--- src/rtl/cs_window_approx.sv ---
// cs_window_approx - sliding-window approximation filter with valid handshake and flush.
// Keeps DEPTH = 2**LOG2M+1 samples and emits (sum + DEPTH*Xappr) >> LOG2M or Xappr.
module cs_window_approx #(
   parameter int W     = 8,
   parameter int LOG2M = 3
) (
   input  logic         clk,
   input  logic         reset,
   input  logic         flush,
   input  logic         mode,
   input  logic         in_valid,
   input  logic [W-1:0] X,
   output logic         out_valid,
   output logic [W+1:0] Y
);
   localparam int DEPTH = (2 ** LOG2M) + 1;
   localparam int SW    = W + LOG2M + 1;
   localparam int CW    = LOG2M + 2;

   typedef enum logic {S_FILL, S_RUN} state_t;

   state_t         state_q;
   logic [W-1:0]   win_q [DEPTH];
   logic [SW-1:0]  sum_q;
   logic [SW-1:0]  sum_d;
   logic [CW-1:0]  cnt_q;
   logic           pend_q;
   logic [W-1:0]   xappr;
   logic [W+1:0]   y_smooth;

   // Largest tap whose DEPTH-multiple does not exceed the sum, i.e. not above the mean.
   always_comb begin
      xappr = '0;
      for (int i = 0; i < DEPTH; i++) begin
         if ((SW'(win_q[i]) * SW'(DEPTH)) <= sum_q && win_q[i] >= xappr) begin
            xappr = win_q[i];
         end
      end
   end

   always_comb begin
      sum_d    = sum_q + SW'(X) - SW'(win_q[DEPTH-1]);
      y_smooth = (W+2)'(((SW+1)'(sum_q) + (SW+1)'(xappr) * (SW+1)'(DEPTH)) >> LOG2M);
   end

   always_ff @(posedge clk) begin
      if (reset || flush) begin
         state_q   <= S_FILL;
         sum_q     <= '0;
         cnt_q     <= '0;
         pend_q    <= 1'b0;
         out_valid <= 1'b0;
         Y         <= '0;
         for (int i = 0; i < DEPTH; i++) begin
            win_q[i] <= '0;
         end
      end else begin
         // A result computed from the window settled by the previous accept.
         out_valid <= pend_q;
         if (pend_q) begin
            Y <= mode ? {2'b00, xappr} : y_smooth;
         end
         pend_q <= 1'b0;
         if (in_valid) begin
            win_q[0] <= X;
            for (int i = 1; i < DEPTH; i++) begin
               win_q[i] <= win_q[i-1];
            end
            sum_q <= sum_d;
            if (cnt_q != CW'(DEPTH)) begin
               cnt_q <= cnt_q + CW'(1);
            end
            if (cnt_q == CW'(DEPTH - 1)) begin
               state_q <= S_RUN;
            end
            pend_q <= (state_q == S_RUN) || (cnt_q == CW'(DEPTH - 1));
         end
      end
   end
endmodule

--- config.mk ---
export PLATFORM = sky130hd
export DESIGN_NAME = cs_window_approx
export DESIGN_NICKNAME = d
export VERILOG_FILES = /design/src/rtl/cs_window_approx.sv
export SDC_FILE = /design/constraint.sdc
export NUM_CORES = 1
export LEC_CHECK = 0
export ABC_CLOCK_PERIOD_IN_PS = 22200
export BUFFER_PORTS_ARGS = -buffer_cell sky130_fd_sc_hd__buf_4
export CORE_UTILIZATION = 43
export CTS_BUF_LIST = sky130_fd_sc_hd__clkbuf_4 sky130_fd_sc_hd__clkbuf_8 sky130_fd_sc_hd__clkbuf_16
export DETAILED_ROUTE_END_ITERATION = 6
export SETUP_SLACK_MARGIN = 0.3
export SYNTH_ARGS = -nofsm -noshare
export SYNTH_HDL_FRONTEND = slang
export SYNTH_SLANG_ARGS = --single-unit
--- constraint.sdc ---
create_clock -name clk -period 22.2 [get_ports clk]
set_input_delay 4.44 -clock clk [delete_from_list [all_inputs] [get_ports clk]]
set_output_delay 4.44 -clock clk [all_outputs]
set_load 0.02 [all_outputs]
=== Yosys cells after proc, flatten, opt, wreduce, memory -nomap -nowiden ===
Memory sizes are Yosys's and may differ from the RTL's.
Index checks and enable logic that the tools add are counted.

* Register bits after elaboration: 30
* Latch bits: 0
* Memory bits (writable): 72
* Memory bits (read-only): 0
* Bits of input ports: 13
* Output and inout port bits: 11
* Word-level logic and storage cells: 89
* Memories: 1

{| class="wikitable"
|+ Memory list
! memory !! depth !! width !! rd ports !! clocked after memory_dff !! write ports !! line !! RTL
|-
| win_q || 9 || 8 || 9 || 0 || 9 || 23 || <nowiki>logic [W-1:0] win_q [DEPTH];</nowiki>
|}

* Add/subtract/negate cells: 4
* $mul: 10
* Divide/modulo/power cells: 0
* $lt $le $gt $ge: 18
* Equal/unequal tests: 2
* Shift operators: 0
* Muxes and demuxes: 24
* Bitwise logic cells: 10
* Reductions and logical operators: 14

{| class="wikitable"
|+ Operator list
! operator !! number
|-
| $mux 8 || 18
|-
| $mul 8x4->12 const B || 10
|-
| $le 12x12->1 || 9
|-
| $ge 8x8->1 || 8
|-
| $add 12x12->13 || 1
|-
| $add 12x8->12 || 1
|-
| $sub 12x8->12 || 1
|-
| $mux 10 || 1
|-
| $logic_and 1x1->1 || 9
|-
| $or 1x1->1 || 9
|-
| $ge 8x1->1 const B || 1
|-
| $add 5x1->5 const B || 1
|-
| $eq 5x4->1 const B || 1
|-
| $mux 1 || 5
|-
| $ne 5x4->1 const B || 1
|-
| $reduce_and 2->1 || 2
|-
| $logic_or 1x1->1 || 2
|-
| $reduce_or 2->1 || 1
|-
| $not 1->1 || 1
|}

=== Logic depth before layout (Yosys ltp) ===
Gate-level depths: netlist (run 1).

* Depth after elaboration: 31
* Gate-level depth with buffers: 121
* Mapped depth without buffers: 118

=== Least setup slack after synthesis (run 1) ===
Ideal clock, no wire load.

* Kind: flip-flop to flip-flop
* From: memory win_q[0][1]
* To: register Y[8]
* Library setup time: 116 ps
* Arrival: 20383 ps
* Required time: 22084 ps
* Path slack: 1702 ps
* Stages on the path, launching flop included: 110
* Path buffers: 4
* Clock period less this slack: 20498 ps
* Cell sequence: edfxtp_1 -> ha_1 -> ha_1 -> inv_1 -> fa_1 -> inv_1 -> a21oi_1 -> o21ai_0 -> a21o_1 -> nand2_1 -> xnor2_1 -> ha_1 -> nand4_1 -> a211o_1 -> a31o_2 -> and2_1 -> ha_1 -> nand2b_4 -> [... 74 more ...] -> nand2b_1 -> a21oi_1 -> a21oi_1 -> inv_1 -> clkbuf_1 -> nor2_1 -> a21oi_1 -> ha_1 -> fa_1 -> ha_1 -> a21oi_1 -> inv_1 -> or3_1 -> a21oi_4 -> o31ai_2 -> a21oi_2 -> mux2i_1 -> a31o_1

{| class="wikitable"
|+ RTL lines
! item !! line !! RTL
|-
| start: declaration || 23 ||
|-
| end signal: assignment || 61 || <nowiki>Y <= mode ? {2'b00, xappr} : y_smooth;</nowiki>
|-
| end: declaration || 14 || <nowiki>output logic [W+1:0] Y</nowiki>
|}

==> summary.txt, run 1 <==
Synth
  • Synth top area share: 27.8%
  • Top cells by count, synth: ha_1 (285), inv_1 (173), a21oi_1 (109), nor2_1 (89), nand2_1 (76)
  • Largest family of logic cells by synthesized area: adder cells
  • Multiplexer share of the synthesized area: 3.11%
  • Ranking of synthesized cells by area: ha_1 (28%), edfxtp_1 (17%), inv_1 (5.1%)
  • EDFF count, synth: 72
  • Area share of fa/ha/maj cells after synthesis: 31.3%
  • Sequential cell area fraction in the yosys report: 21.6%
  • Simple-Gate Fraction of Synth Area: 13.9%
  • Mapped Area: 0.0128 mm²
  • Gate Count Post-Synth: 1429
  • Synth warn: 0
  • Compound-Gate Fraction of Synth Area: 19.7%
  • Synth Register Bits: 102
  • Most common cell in the netlist: ha_1
  • Fraction of registers with async set/reset: 0%
  • Number of distinct library cells after synthesis: 89
  • XOR/XNOR Fraction of Synth Area: 4.44%
  • Top FF cell, synth: edfxtp_1
  • Post-synth top area cell: ha_1
  • Syn_area_per_cell: 8.97 µm²
  • Post-synthesis net count: 1749

Worst setup path
  • CP arrival: 21040 ps
  • Critical path required time: 22470 ps
  • Reg2reg end: Y[8]$_SDFFE_PP0P_
  • Critical path endpoint: Y[8]$_SDFFE_PP0P_
  • Crit-path max FO: 11
  • Kind of critical path: register to register
  • Critical path origin: win_q[0][4]$_SDFFCE_PN0P_
  • Worst setup SP type: register
  • Reg-to-Reg Start: win_q[0][4]$_SDFFCE_PN0P_
  • Worst reg-to-reg setup slack: 1420 ps
  • CP Capture Type: register
  • CP peak stage delay: 430 ps
  • Most frequent CP cell: ha_1
  • Worst-case reg-to-reg path depth: 110
  • Critical path's slowest cell: edfxtp_1

Floorplan
  • Initial Util: 44.2%
  • Die X: 175 µm
  • Number of top-level pins: 24
  • Core ar.: 0.0290 mm²
  • Die Area: 0.0305 mm²
  • Site Rows: 62
  • Die Height: 175 µm

Detailed routing
  • Post-route ant nets: 0
  • Routed vias/inst: 5.73
  • # DRC: 0
  • Final wirelength: 34900 µm
  • DRT Pass-1 Iters: 5
  • DR WL/cell: 18.6 µm
  • Detailed router's first-iteration violation count: 690
  • DR vias: 10723

Timing
  • Fmax achieved: 0.0481 GHz
  • Worst Tran Pin Value: 1050 ps
  • Final Cycle Share: 93.6%
  • Sum Neg Setup Slack: 0 ps
  • Min Tclk post-route: 20780 ps
  • Worst rel slew slack: 29.8%
  • WHS: 466 ps
  • Worst Clk Skew: 10.5 ps
  • # setup viols final: 0
  • Hold Violations, Final: 0
  • RSZ-0062 raised after global routing: no
  • Max Slew Vio Count: 0

Final layout
  • Antenna Cells: 0
  • Layout Cells excl Fill: 1872
  • Synth-to-layout area growth: 11.1%
  • Fill cells: 2739
  • Layout net count: 1803
  • Share of cells above drive strength 1: 11.3%

Clock network
  • Root Driver: clkbuf_16
  • Clock sink count: 102
  • CTS tree: yes
  • CTS buffer count: 9
  • Post-CTS Hold Buffers: 0
  • Clock latency on the worst-skew pair: 370 ps
  • Reg clk slew, reported paths: 80 ps
  • H-tree depth: 3
  • Clock buffer depth: 2

Flow run
  • Max Cap Viol: 0

GRT
  • GRT overflow: 0
  • Met3 usage: 2.33%
  • Initial antenna violation count: 0
  • M2 GR Usage: 37.6%
  • Global Route Usage Sum: 23.0%
  • First-pass GRT wire length: 55000 µm
  • Met1 GRT Util: 31.8%
  • Pin count of the biggest net entering global routing: 76
  • Vias in the first global route: 10246
  • Top Usage Layer GRT: met2

Placement
  • Routability cong.: 0.893
  • Placed instance count: 1826
  • Port Buffers: 23
  • Dpl hpwl: 25300 µm

Worst hold path
  • HP Class: register to register

Pwr
  • PwrDens: 122 mW/mm²
  • Total Power: 1740 µW
  • P_leak: 0.00697 µW
  • Peak VDD IR: 92.6 µV

Run status
  • Status: complete, no violations
==> flip-flops by register name (all words and copies together) (netlist names) <==
signal / count
pend_q: 1
cnt_q: 5
state_q: 1
out_valid: 1
sum_q: 12
Y: 10
win_q: 72
==> cells by family (layout without fill, tap and decap cells) <==
kind of cell / count (synthesis) / count (layout)
and+or+nand+nor: 347 / 347
xor gates and xnor gates: 65 / 65
AOI/OAI and AO/OA: 369 / 369
DFF: 102 / 102
adders and majority gates: 307 / 307
muxes: 39 / 39
buffers and inverters: 200 / 259
==> repair_timing <==
item	in CTS	in global routing
cloned	0	0
setup endpoints to repair	8	10
gates resized for setup	13	54
pin swaps	1	14
buffers inserted	1	29
==> how the worst min path moves through the flow <==
stage | cells after the start | endpoint | start
final | 1 | state_q$_SDFFE_PP0P_ | state_q$_SDFFE_PP0P_
after detailed placement | 1 | state_q$_SDFFE_PP0P_ | state_q$_SDFFE_PP0P_
after global routing | 1 | state_q$_SDFFE_PP0P_ | state_q$_SDFFE_PP0P_
after CTS | 1 | state_q$_SDFFE_PP0P_ | state_q$_SDFFE_PP0P_
after floorplan | 1 | state_q$_SDFFE_PP0P_ | state_q$_SDFFE_PP0P_
after global placement | 1 | state_q$_SDFFE_PP0P_ | state_q$_SDFFE_PP0P_
==> power breakdown <==
| group | total (µW) | switching (µW) | internal, µW |
|---|---|---|---|
| Sequential | 228 | 15.7 | 212 |
| Combinational | 1350 | 774 | 577 |
| Clock | 163 | 81.6 | 81.2 |
| Total | 1740 | 871 | 870 |
==> area by class of cell <==
cell class | count | area (µm²) | area share (%)
clock buffers | 10 | 239 | 1.68
clock inverters | 6 | 47.5 | 0.334
inverters | 173 | 649 | 4.56
multi-input cells | 1127 | 9540 | 67.0
flip-flops and latches | 102 | 2760 | 19.4
well taps | 384 | 480 | 3.37
repair buffers | 70 | 526 | 3.69
==> worst max-delay path: cells and delay by family (launching register included) <==
kind	cells	cell delay (ps)
compound gates	48	8870
mux	4	1120
xor+xnor	1	150
buf+inv	10	1040
simple gates	32	4750
flops	1	430
fa+ha+maj	15	4270
==> routing by layer <==
| metal | up-vias | routed length [µm] | part of all wire (%) |
|---|---|---|---|
| li1 | 5331 | - | - |
| met1 | 5102 | 16400 | 47 |
| met2 | 247 | 16000 | 46 |
| met3 | 43 | 1670 | 4.8 |
| met4 | 0 | 783 | 2.2 |
| met5 | - | 0 | 0 |
==> placed cells by master (no fill, tap or decap), types with 6 or more instances in the layout <==
cell,Yosys,routed
nand3_1,15,15
o21ai_1,1,7
edfxtp_1,72,72
o211ai_1,10,10
a21oi_2,2,9
nor3_1,11,8
a31oi_1,7,6
o21ai_0,75,63
o21ai_2,1,6
nand2_1,76,75
a21oi_1,109,102
o21a_1,10,10
nand2b_1,16,15
xnor2_1,47,47
xor2_1,18,18
nor2_1,89,84
nand4_1,32,32
a211oi_1,12,11
buf_4,2,70
o21bai_1,12,12
mux2i_1,32,29
clkbuf_16,0,9
or3_1,9,9
ha_1,285,285
dfxtp_1,30,30
mux2_2,7,7
and3_1,53,53
nor2b_1,17,17
inv_1,173,171
and4_1,6,6
o22ai_1,7,7
a21o_1,49,49
fa_1,22,22
==> stage by stage <==
step           util [%]  setup WS (ps)  area, µm²
3_5_place_dp       46.5           -314      13500
5_1_grt            49.1           81.2      14200
4_1_cts            47.6            315      13800
3_3_place_gp       46.5            112      13500
6_report           49.1           1420      14200
2_1_floorplan         -           1700      12800
No activity file was read; power rests on OpenSTA's default activity.
==> run 2, diff against run 1 <==
- CORE_UTILIZATION: 43 -> 27
==> summary.txt, run 2 (same netlist as run 1, synthesis figures left out) <==
Pwr
  • Clk pwr share: 11.1% (+1.7 points)
  • P_leak: 0.00697 µW (about the same)
  • PwrDens: 119 mW/mm² (-2.7%)
  • Psw: 860 µW (-1.2%)
  • Peak VDD IR: 89.1 µV (-3.7%)
  • Logic gate share of total power: 75.8% (-1.8 points)
  • Internal: 871 µW (+0.10%)
  • Sequential share of power: 13.1% (about the same)
  • Switching share of total power: 49.7% (-0.33 points)

Timing
  • RSZ-0062 raised after global routing: no
  • Worst rel slew slack: 29.9% (+0.055 points)
  • Final Cycle Share: 94.0% (+0.42 points)
  • Hold Violations, Final: 0 (unchanged)
  • Min Tclk post-route: 20870 ps (+94.3 ps)
  • Worst Tran Pin Value: 1050 ps (-0.823 ps)
  • Worst Clk Skew: 15.9 ps (+5.40 ps)
  • # setup viols final: 0 (unchanged)
  • Fmax achieved: 0.0479 GHz (-0.45%)
  • Max Slew Vio Count: 0 (unchanged)
  • Sum Neg Setup Slack: 0 ps (unchanged)

Worst setup path
  • Reg-to-Reg Start: win_q[0][1]$_SDFFCE_PN0P_
  • Critical path's slowest cell: edfxtp_1
  • Kind of critical path: register to register
  • CP Capture Type: register
  • Most frequent CP cell: ha_1
  • Critical path endpoint: Y[6]$_SDFFE_PP0P_
  • Levels on crit path: 110 (unchanged)
  • Critical path required time: 22510 ps (+40 ps)
  • Reg2reg end: Y[6]$_SDFFE_PP0P_
  • CP peak stage delay: 440 ps (about the same)
  • Worst-case reg-to-reg path depth: 110 (unchanged)
  • Critical path origin: win_q[0][1]$_SDFFCE_PN0P_
  • Crit-path max FO: 11 (unchanged)
  • Worst path top cell family by delay: compound AO/OA/AOI/OAI gates
  • Worst setup SP type: register
  • Worst reg-to-reg setup slack: 1330 ps (-90 ps)
  • Bufs and invs on worst path: 8 (-2)
  • CP arrival: 21180 ps (+140 ps)

Clock network
  • Reg clk slew, reported paths: 70 ps (about the same)
  • Root Driver: clkbuf_16
  • H-tree depth: 3 (unchanged)
  • CTS tree: yes
  • Clock latency on the worst-skew pair: 380 ps (about the same)
  • Clock sink count: 102 (unchanged)
  • Post-CTS Hold Buffers: 0 (unchanged)
  • CTS buffer count: 9 (unchanged)
  • Clock buffer depth: 2 (unchanged)

Detailed routing
  • Detailed router's first-iteration violation count: 536 (-22%)
  • DRT Pass-1 Iters: 7 (+2)
  • DR vias: 10877 (+1.4%)
  • Post-route ant nets: 0 (unchanged)
  • Routed vias/inst: 5.20 (-9.1%)
  • DR WL/cell: 17.2 µm (-7.8%)
  • # DRC: 0 (unchanged)
  • Final wirelength: 35900 µm (+3.0%)

GRT
  • First-pass GRT wire length: 56600 µm (+2.9%)
  • GRT overflow: 0 (unchanged)
  • Vias in the first global route: 10797 (+5.4%)
  • Initial antenna violation count: 0 (unchanged)
  • Global Route Usage Sum: 14.9% (-8.1 points)
  • Pin count of the biggest net entering global routing: 76 (unchanged)

Final layout
  • Synth-to-layout area growth: 13.5%
  • Most frequent cells in the layout: ha_1 (285), inv_1 (171), a21oi_1 (103)
  • Share of cells above drive strength 1: 10.9% (-0.43 points)
  • Fill cells: 4872 (+78%)
  • Multi-input gate area: 0.00956 mm² (+0.20%)
  • Max reg flops: 72 (unchanged)
  • Largest Register: win_q
  • Registers with the most flip-flops: win_q: 72 flops, sum_q: 12 flops, Y: 10 flops
  • Antenna Cells: 0 (unchanged)
  • Layout net count: 1798 (-0.28%)
  • Post-Route Utilization: 31.2% (-18 points)
  • Most common cell after layout, fill and taps aside: ha_1
  • Register area: 0.00276 mm² (unchanged)

Floorplan
  • Number of top-level pins: 24 (unchanged)
  • Die Height: 220 µm (+26%)
  • Core ar.: 0.0467 mm² (+61%)
  • Site Rows: 79 (+27%)
  • Die Area: 0.0484 mm² (+59%)
  • Die X: 220 µm (+26%)
  • Initial Util: 27.5% (-17 points)

Placement
  • Dpl hpwl: 26600 µm (+4.9%)
  • Routability cong.: 0.928 (+3.9%)
  • Port Buffers: 23 (unchanged)

Run status
  • Status: complete, no violations

Flow run
  • Max Cap Viol: 0 (unchanged)

Worst hold path
  • Hold path start: state_q$_SDFFE_PP0P_
  • HP Class: register to register
-- run 2: layout make-up --
cell class / instances / area share, %
flip-flops and latches: 102 / 19.0
well taps: 607 / 5.22
clock buffers: 9 / 1.55
clock inverters: 7 / 0.825
multi-input cells: 1128 / 65.7
inverters: 173 / 4.46
repair buffers: 64 / 3.30
-- run 2: how the worst min path moves through the flow --
stage | to | slack (ps) | cells past startpoint
final | state_q$_SDFFE_PP0P_ | 460 | 1
after CTS | state_q$_SDFFE_PP0P_ | 460 | 1
after floorplan | state_q$_SDFFE_PP0P_ | 430 | 1
after detailed placement | state_q$_SDFFE_PP0P_ | 440 | 1
after global routing | state_q$_SDFFE_PP0P_ | 490 | 1
after global placement | state_q$_SDFFE_PP0P_ | 440 | 1
-- run 2: worst reg2reg max path: cells and delay by family, from the launching register on --
kind | cells | cell delay (ps)
buf+inv | 8 | 560
xor+xnor | 1 | 140
mux | 4 | 1130
fa+ha+maj | 15 | 4280
compound gates | 55 | 10490
simple gates | 27 | 3750
flops | 1 | 440
-- run 2: power groups by stage --
stage	clock, µW	combinational (µW)	sequential, µW
after global routing	201	1460	229
after floorplan	0	941	224
final	191	1310	228
after global placement	0	1160	232
after CTS	196	1200	227
after detailed placement	0	1180	232
-- run 2: what timing repair did --
action / CTS / global route
endpoints found under the setup margin: 8 / 10
pin swaps: 1 / 9
gates cloned: 0 / 1
setup buffers: 5 / 18
hold endpoints to repair: 0 / 0
gates resized for setup: 12 / 54
-- run 2: stage by stage --
| stage | instance area, µm² | hold slack (ps) | total power, µW | setup slack (ps) | cells |
|---|---|---|---|---|---|
| final | 14600 | 459 | 1730 | 1330 | 2090 |
| after global routing | 14600 | 493 | 1890 | 89.8 | 2090 |
| after CTS | 14200 | 463 | 1630 | 354 | 2071 |
| after detailed placement | 13800 | 445 | 1410 | -37.5 | 2050 |
| after global placement | 13800 | 440 | 1390 | 353 | 2050 |
| after floorplan | 12800 | 427 | 1160 | 1700 | 1429 |
-- run 2: routing by layer --
| metal | share of wire, % | vias to the layer above | global-route usage, % |
|---|---|---|---|
| met4 | 3.5 | 0 | 6.05 |
| met1 | 46 | 5224 | 19.2 |
| li1 | - | 5331 | - |
| met2 | 46 | 252 | 25.1 |
| met3 | 4.5 | 70 | 1.82 |
| met5 | 0 | - | 0 |
